$ cat src/rtl/spi_peripheral.sv
// SPI responder oversampled on the local clock: synchronized SCLK/CS_N/COPI,
// MSB-first byte deserializer and a one-deep reply holding register.
`timescale 1ns/1ps
module spi_peripheral #(
  parameter logic [1:0] SPI_MODE        = 2'd0,
  parameter logic [7:0] DEFAULT_TX_BYTE = 8'h05,
  parameter int         SYNC_STAGES     = 2
) (
  input  logic       i_clk,
  input  logic       i_reset_n,
  input  logic       i_spi_clk,
  input  logic       i_spi_cs_n,
  input  logic       i_spi_copi,
  output logic       o_spi_cipo,
  output logic       o_spi_cipo_oe,
  input  logic [7:0] i_tx_byte,
  input  logic       i_tx_dv,
  output logic       o_tx_ready,
  output logic       o_tx_underrun,
  output logic [7:0] o_rx_byte,
  output logic       o_rx_dv,
  output logic       o_busy
);
  localparam logic CPOL = SPI_MODE[1];
  localparam logic CPHA = SPI_MODE[0];
  localparam logic [0:0] ST_IDLE     = 1'b0;
  localparam logic [0:0] ST_SELECTED = 1'b1;

  logic [SYNC_STAGES-1:0] sclk_sync_r, cs_sync_r, copi_sync_r;
  logic       sclk_prev_r, cs_prev_r;
  logic [0:0] state_r;
  logic [2:0] bit_cnt_r;
  logic [7:0] tx_shift_r, rx_shift_r, hold_r, rx_byte_r;
  logic       tx_ready_r, underrun_r, rx_dv_r;
  logic       sclk_s, cs_s, copi_s, rise_s, fall_s, lead_s, trail_s;
  logic       sample_s, drive_s, cs_fall_s, cs_rise_s, byte_done_s, load_s;
  logic [7:0] load_byte_s;

  // Synchronizer chains plus one extra sample for edge detection
  always_ff @(posedge i_clk or negedge i_reset_n) begin
    if (!i_reset_n) begin
      sclk_sync_r <= {SYNC_STAGES{CPOL}};
      cs_sync_r   <= {SYNC_STAGES{1'b1}};
      copi_sync_r <= {SYNC_STAGES{1'b0}};
      sclk_prev_r <= CPOL;
      cs_prev_r   <= 1'b1;
    end else begin
      sclk_sync_r <= {sclk_sync_r[SYNC_STAGES-2:0], i_spi_clk};
      cs_sync_r   <= {cs_sync_r[SYNC_STAGES-2:0], i_spi_cs_n};
      copi_sync_r <= {copi_sync_r[SYNC_STAGES-2:0], i_spi_copi};
      sclk_prev_r <= sclk_sync_r[SYNC_STAGES-1];
      cs_prev_r   <= cs_sync_r[SYNC_STAGES-1];
    end
  end

  // Edge classification by mode and load decision
  always_comb begin
    sclk_s    = sclk_sync_r[SYNC_STAGES-1];
    cs_s      = cs_sync_r[SYNC_STAGES-1];
    copi_s    = copi_sync_r[SYNC_STAGES-1];
    rise_s    = sclk_s & ~sclk_prev_r;
    fall_s    = ~sclk_s & sclk_prev_r;
    cs_fall_s = cs_prev_r & ~cs_s;
    cs_rise_s = ~cs_prev_r & cs_s;
    if (CPOL) begin
      lead_s  = fall_s;
      trail_s = rise_s;
    end else begin
      lead_s  = rise_s;
      trail_s = fall_s;
    end
    if (CPHA) begin
      sample_s = trail_s;
      drive_s  = lead_s;
    end else begin
      sample_s = lead_s;
      drive_s  = trail_s;
    end
    // A CS_N rise in the same cycle as an SCLK edge drops the edge
    byte_done_s = (state_r == ST_SELECTED) && !cs_rise_s && sample_s && (bit_cnt_r == 3'd7);
    load_s      = ((state_r == ST_IDLE) && cs_fall_s) || byte_done_s;
    load_byte_s = tx_ready_r ? DEFAULT_TX_BYTE : hold_r;
  end

  // Reply holding register handshake
  always_ff @(posedge i_clk or negedge i_reset_n) begin
    if (!i_reset_n) begin
      tx_ready_r <= 1'b1;
      hold_r     <= 8'h00;
    end else if (load_s && !tx_ready_r) begin
      tx_ready_r <= 1'b1;
    end else if (i_tx_dv && tx_ready_r) begin
      tx_ready_r <= 1'b0;
      hold_r     <= i_tx_byte;
    end
  end

  // Frame state, bit counter and receive path
  always_ff @(posedge i_clk or negedge i_reset_n) begin
    if (!i_reset_n) begin
      state_r    <= ST_IDLE;
      bit_cnt_r  <= 3'd0;
      rx_shift_r <= 8'h00;
      rx_byte_r  <= 8'h00;
      rx_dv_r    <= 1'b0;
      underrun_r <= 1'b0;
    end else begin
      rx_dv_r    <= byte_done_s;
      underrun_r <= load_s & tx_ready_r;
      case (state_r)
        ST_IDLE: begin
          if (cs_fall_s) begin
            state_r   <= ST_SELECTED;
            bit_cnt_r <= 3'd0;
          end
        end
        ST_SELECTED: begin
          if (cs_rise_s) begin
            state_r    <= ST_IDLE;
            bit_cnt_r  <= 3'd0;
            rx_shift_r <= 8'h00;
          end else if (sample_s) begin
            rx_shift_r <= {rx_shift_r[6:0], copi_s};
            bit_cnt_r  <= bit_cnt_r + 3'd1;
            if (bit_cnt_r == 3'd7) begin
              rx_byte_r <= {rx_shift_r[6:0], copi_s};
            end
          end
        end
        default: begin
          state_r   <= ST_IDLE;
          bit_cnt_r <= 3'd0;
        end
      endcase
    end
  end

  // Transmit shifter; no shift at bit 0 keeps the freshly loaded MSB on the line
  always_ff @(posedge i_clk or negedge i_reset_n) begin
    if (!i_reset_n) begin
      tx_shift_r <= 8'h00;
    end else if (load_s) begin
      tx_shift_r <= load_byte_s;
    end else if ((state_r == ST_SELECTED) && !cs_rise_s && drive_s && (bit_cnt_r != 3'd0)) begin
      tx_shift_r <= {tx_shift_r[6:0], 1'b0};
    end
  end

  assign o_spi_cipo    = tx_shift_r[7];
  assign o_spi_cipo_oe = ~cs_sync_r[SYNC_STAGES-1];
  assign o_tx_ready    = tx_ready_r;
  assign o_tx_underrun = underrun_r;
  assign o_rx_byte     = rx_byte_r;
  assign o_rx_dv       = rx_dv_r;
  assign o_busy        = (state_r == ST_SELECTED);
endmodule
$ cat config.mk
export PLATFORM = sky130hd
export DESIGN_NAME = spi_peripheral
export DESIGN_NICKNAME = d
export VERILOG_FILES = /design/src/rtl/spi_peripheral.sv
export SDC_FILE = /design/constraint.sdc
export NUM_CORES = 1
export LEC_CHECK = 0
export CAP_MARGIN = 20
export CORE_MARGIN = 5
export CORE_UTILIZATION = 45
export DETAILED_ROUTE_END_ITERATION = 16
export GPL_TIMING_DRIVEN = 1
export PLACE_DENSITY = 0.69
export SYNTH_ARGS = -nofsm -noshare
export SYNTH_HDL_FRONTEND = slang
export SYNTH_SLANG_ARGS = --single-unit
export TNS_END_PERCENT = 20
$ cat constraint.sdc
create_clock -name i_clk -period 2.4 [get_ports i_clk]
set_clock_uncertainty 0.15 [all_clocks]
set_input_delay 0.48 -clock i_clk [delete_from_list [all_inputs] [get_ports i_clk]]
set_output_delay 0.48 -clock i_clk [all_outputs]
set_load 0.01 [all_outputs]
Word level (Yosys, flattened, before mapping)
Index checks and enable logic that the tools add are counted.

$add $sub $neg: 1. Equality and inequality tests: 3. Reductions and logical operators: 19. Bitwise logic cells: 12. Multiplexer cells: 14.

Operators by type and width (number): 8-bit 2-to-1 mux (3); 7-bit 2-to-1 mux (2); 3-bit 2-to-1 mux (3); 1-bit logical AND (8); 1-bit inverter (7); 3-bit case mux with 2 select lines (1); 2-bit AND reduction (3); 2-bit nonzero test (3); 1-bit bitwise AND (5); 1-bit 2-to-1 mux (4); 4-bit AND reduction (1); 3-bit by 1-bit adder with 3-bit output, second input constant (1); 3-bit equality test, second input constant (1); 3-bit by 1-bit != test with 1-bit output, second input constant (1); 3-bit nonzero test (1); 1-bit zero test (2); 2-bit != test, second input constant (1); 1-bit case mux with 2 select lines (1); 1-bit logical OR (1).

Output and inout bits: 14. Logic and storage cells: 63. Bits in registers: 46.

Longest topological paths before layout
Depth in word-level cells: 10. Gate-level depth with buffers: 6. Depth with buffers taken out: 6.

Worst setup path after synthesis
OpenSTA, ideal clock, no wires.

Path kind: reg-to-reg. Start: reg bit_cnt_r[0]. End: reg tx_shift_r[0]. Period minus slack after synthesis: 1.651 ns. Slack: 0.749 ns. Buffers on the path: 1. Arrival time: 1.377 ns. Data required time: 2.126 ns. Cell stages (with the launch flop): 6. Path through: dfrtp_1 -> ha_1 -> ha_1 -> a41oi_2 -> buf_6 -> o21ai_1.

Longest elaborated chain between the ends: 4.

RTL lines: start: declaration (RTL line 32) `logic [2:0] bit_cnt_r;`; start signal: assignment (RTL line 124) `bit_cnt_r <= bit_cnt_r + 3'd1;`; 3-bit equality test (RTL line 80) `byte_done_s = (state_r == ST_SELECTED) && !cs_rise_s && sample_s && (bit_cnt_r == 3'd7);`; 1-bit logical AND (RTL line 80); 1-bit logical OR (RTL line 81) `load_s = ((state_r == ST_IDLE) && cs_fall_s) || byte_done_s;`; 8-bit 2-to-1 mux or 2-bit nonzero test (tied branches); end signal: assignment (RTL line 143) `tx_shift_r <= load_byte_s;`; end signal: assignment (RTL line 145) `tx_shift_r <= {tx_shift_r[6:0], 1'b0};`; end: declaration (RTL line 33) `logic [7:0] tx_shift_r, rx_shift_r, hold_r, rx_byte_r;`.

Several ways; a longest one is shown, not always the timed one. A chain may end at the register's enable or synchronous reset.

Worst setup path in the final report
Start: reg tx_ready_r (netlist: o_tx_ready). End: out o_tx_ready.

RTL lines: start: declaration (RTL line 34) `logic tx_ready_r, underrun_r, rx_dv_r;`; start signal: assignment (RTL line 88) `tx_ready_r <= 1'b1;`; start signal: assignment (RTL line 91) `tx_ready_r <= 1'b1;`; start signal: assignment (RTL line 93) `tx_ready_r <= 1'b0;`; end: declaration (RTL line 18) `output logic o_tx_ready,`.

No word-level cell between the ends.

==> qor.csv <==
metric;value;unit
Final setup violation count;0;
Pleak;0.00109;uW
Post-CTS Setup Inserts;0;
commonest cells after routing, fill and taps aside;dfrtp_1, clkdlybuf4s50_1, a21oi_1;
total power per unit cell area;804;mW/mm^2
Worst Reg-to-Reg Cells;6;
CTS H-tree lvls;2;
DP Wirelength;1990;um
fin. max-slew vios;0;
buffer cell driving the clock tree root;clkbuf_8;
area of combinational cells with multiple inputs;614;um^2
kind of end point of the critical path;output port;
clock share of power;0.250;
combinational fraction of design power;0.178;
area of the die;0.00539;mm^2
first-pass GRT wire length;4810;um
slack of the worst reg-to-reg path;0.67;ns
Routability Congestion;0.708;
critical path startpoint category;register;
cell with the largest stage delay on the worst path;dfstp_2;
clk slew on worst S/H paths;0.07;ns
detailed-route wire length per cell;12.9;um
cell-internal power;1330;uW
outcome;finished clean;
Design Power;1790;uW
post-synthesis average cell area;14.7;um^2
mean number of vias per cell;5.13;
Yosys cell types;26;
Sequential cell area;0.00116;mm^2
Global Route Usage Sum;0.120;
initial core utilization;0.459;
Crit path arrival time;1.41;ns
initial antenna violation count;0;
# diodes;0;
TritonCTS clock tree;yes;
number of clock sinks;46;
ports placed on the boundary;28;
reg-to-reg critical path endpoint;tx_shift_r[5];
Fillers;302;
post-synthesis sequential area ratio;0.639;
Crit path largest cell delay;0.57;ns
Post-route DRC;0;
Least-Margin Pin Slew;0.554;ns
Area Overhead vs Synth;23.2;%
number of endpoints with negative hold slack in the final report;0;
net count after synthesis;140;
sequential share of power;0.572;
most frequent standard cell in the layout excluding fill and tap cells;dfrtp_1;
worst min path class;primary input to async pin;
worst voltage drop across the vdd grid;0.495;mV
reported max-cap violation count;0;
switching power summed over all nets;466;uW
kind of critical path;register to output port;
cell family contributing the most delay on the critical path;flip-flops;
Seq cells post-synth;46;
time the final worst path needs with I/O delays and setup;2.04;ns
maximum buffer depth of the clock tree;2;
unrepaired setup endpoints after global routing;false;
largest net degree at the start of global routing;47;
Port Buf Inserts;27;
nets@finish;175;
switching power as a share of total power;0.260;
Max Clock Freq;489;MHz
required time of the critical path;1.77;ns
sum of negative setup slack;0;ns
source of the worst register-to-register timing path;bit_cnt_r[0];
combined area of all synthesized cells;0.00181;mm^2
via count of the first global-routing pass;1104;
relative slew slack;0.631;
stages on the worst setup path;1;
Placement Rows;23;
overall via count from detail_route;1073;
latest clock arrival within the worst-skew pair;0.30;ns
DRC marker count from the first detailed-route iteration;79;
fraction of final layout cells sized beyond drive strength 1;0.226;
post-synthesis cell count;123;
Resized cells post-CTS;0;
antenna-violating nets left;0;
iteration count of the initial detailed-routing pass;4;
number of buffers inserted during clock tree synthesis;5;
floorplan core area;0.00394;mm^2
overflow left after global routing;0;
part of the cycle the worst path needs;0.851;
ordered list of cells on the worst path;clkdlybuf4s50_1;
total buffers and inverters traversed by the critical path;1;
x dimension of the die;73.4;um
peak fanout along the critical path;5;
count of synthesis-stage warnings from yosys;0;
wire length reported by the detailed router;2710;um
number of buffers inserted by hold repair at cts;0;
overall die height;73.4;um
[worst max-delay path by stage]
| stage | from | to | slack, ns |
|---|---|---|---|
| finish | o_tx_ready | o_tx_ready | 0.36 |
| global route | o_tx_ready | o_tx_ready | 0.30 |
| CTS | o_tx_ready | o_tx_ready | 0.33 |
| detailed placement | i_tx_dv | hold_r[4] | 0.58 |
| global placement | i_tx_dv | hold_r[6] | 0.63 |
| floorplan | bit_cnt_r[0] | tx_shift_r[0] | 0.75 |
[routing by layer]
metal / GRT usage / up-vias / wire length (um)
li1: - / 509 / -
met1: 0.138 / 520 / 1100
met2: 0.188 / 37 / 1310
met3: 0.0561 / 7 / 223
met4: 0.0604 / 0 / 67
met5: 0 / - / 0
[cells in the mapped netlist, drive strengths merged]
library cell / count / share of area
nor2: 3 / 0.0062
nand2: 2 / 0.0083
buf: 2 / 0.0090
and3: 1 / 0.0035
inv: 6 / 0.012
nand2b: 1 / 0.0035
o21ai: 2 / 0.0076
nor3b: 1 / 0.0042
and2b: 2 / 0.0083
dfrtp: 42 / 0.58
nor3: 1 / 0.0028
o2111ai: 1 / 0.0083
mux2: 17 / 0.12
a21boi: 1 / 0.0042
mux2i: 7 / 0.039
dfstp: 4 / 0.058
ha: 3 / 0.021
nor2b: 2 / 0.0069
a22o: 9 / 0.044
a41oi: 1 / 0.0090
nand3: 1 / 0.0028
a21oi: 14 / 0.039
[state kept, by name, indices dropped and copies added (netlist names)]
signal and flops:
bit_cnt_r 3, sclk_prev_r 1, cs_sync_r 2, o_tx_ready 1, o_rx_byte 8, copi_sync_r 2, o_tx_underrun 1, hold_r 8
o_busy 1, tx_shift_r 8, rx_shift_r 7, sclk_sync_r 2, cs_prev_r 1, o_rx_dv 1
[cells by family (layout without fill, tap and decap cells)]
kind of cell             Yosys count  count (layout)  share of synthesized area
AO/OA/AOI/OAI                     28              28                      0.111
adder cells (fa/ha/maj)            3               3                     0.0207
buffers and inverters              8              44                     0.0214
flip-flops                        46              46                      0.639
multiplexers                      24              24                      0.161
AND/OR/NAND/NOR                   14              14                     0.0463
[per-stage QoR]
| step | hold WS (ns) | setup WS, ns | utilization | cells | cell area (um^2) |
|---|---|---|---|---|---|
| floorplan | 0.0344 | 0.749 | - | 123 | 1810 |
| global placement | 0.182 | 0.625 | 0.544 | 201 | 2140 |
| detailed placement | 0.195 | 0.585 | 0.544 | 201 | 2140 |
| CTS | 0.111 | 0.335 | 0.566 | 209 | 2230 |
| global route | 0.158 | 0.304 | 0.566 | 209 | 2230 |
| finish | 0.0923 | 0.357 | 0.566 | 209 | 2230 |
[worst reg2reg max path, cell delays in order (launching register included)]
cell and delay (ns):
dfrtp_1 0.41, inv_1 0.07, ha_1 0.15, inv_1 0.05
o2111ai_2 0.46, mux2i_1 0.26, a21oi_1 0.08
[layout make-up]
class,instances,share of cell area
Clock buffer,6,0.0325
Clock inverter,2,0.00617
Inverter,6,0.0101
Multi-Input combinational cell,69,0.276
Sequential cell,46,0.519
Tap cell,50,0.0281
Timing Repair Buffer,30,0.129
[power by group through the flow]
stage | sequential [uW] | combinational [uW] | clock, uW
2_1_floorplan | 1030 | 213 | 0
3_3_place_gp | 1040 | 312 | 0
3_5_place_dp | 1040 | 326 | 0
4_1_cts | 1030 | 327 | 469
5_1_grt | 1050 | 362 | 500
6_report | 1030 | 320 | 448
Power figures use the tool's default switching activity.
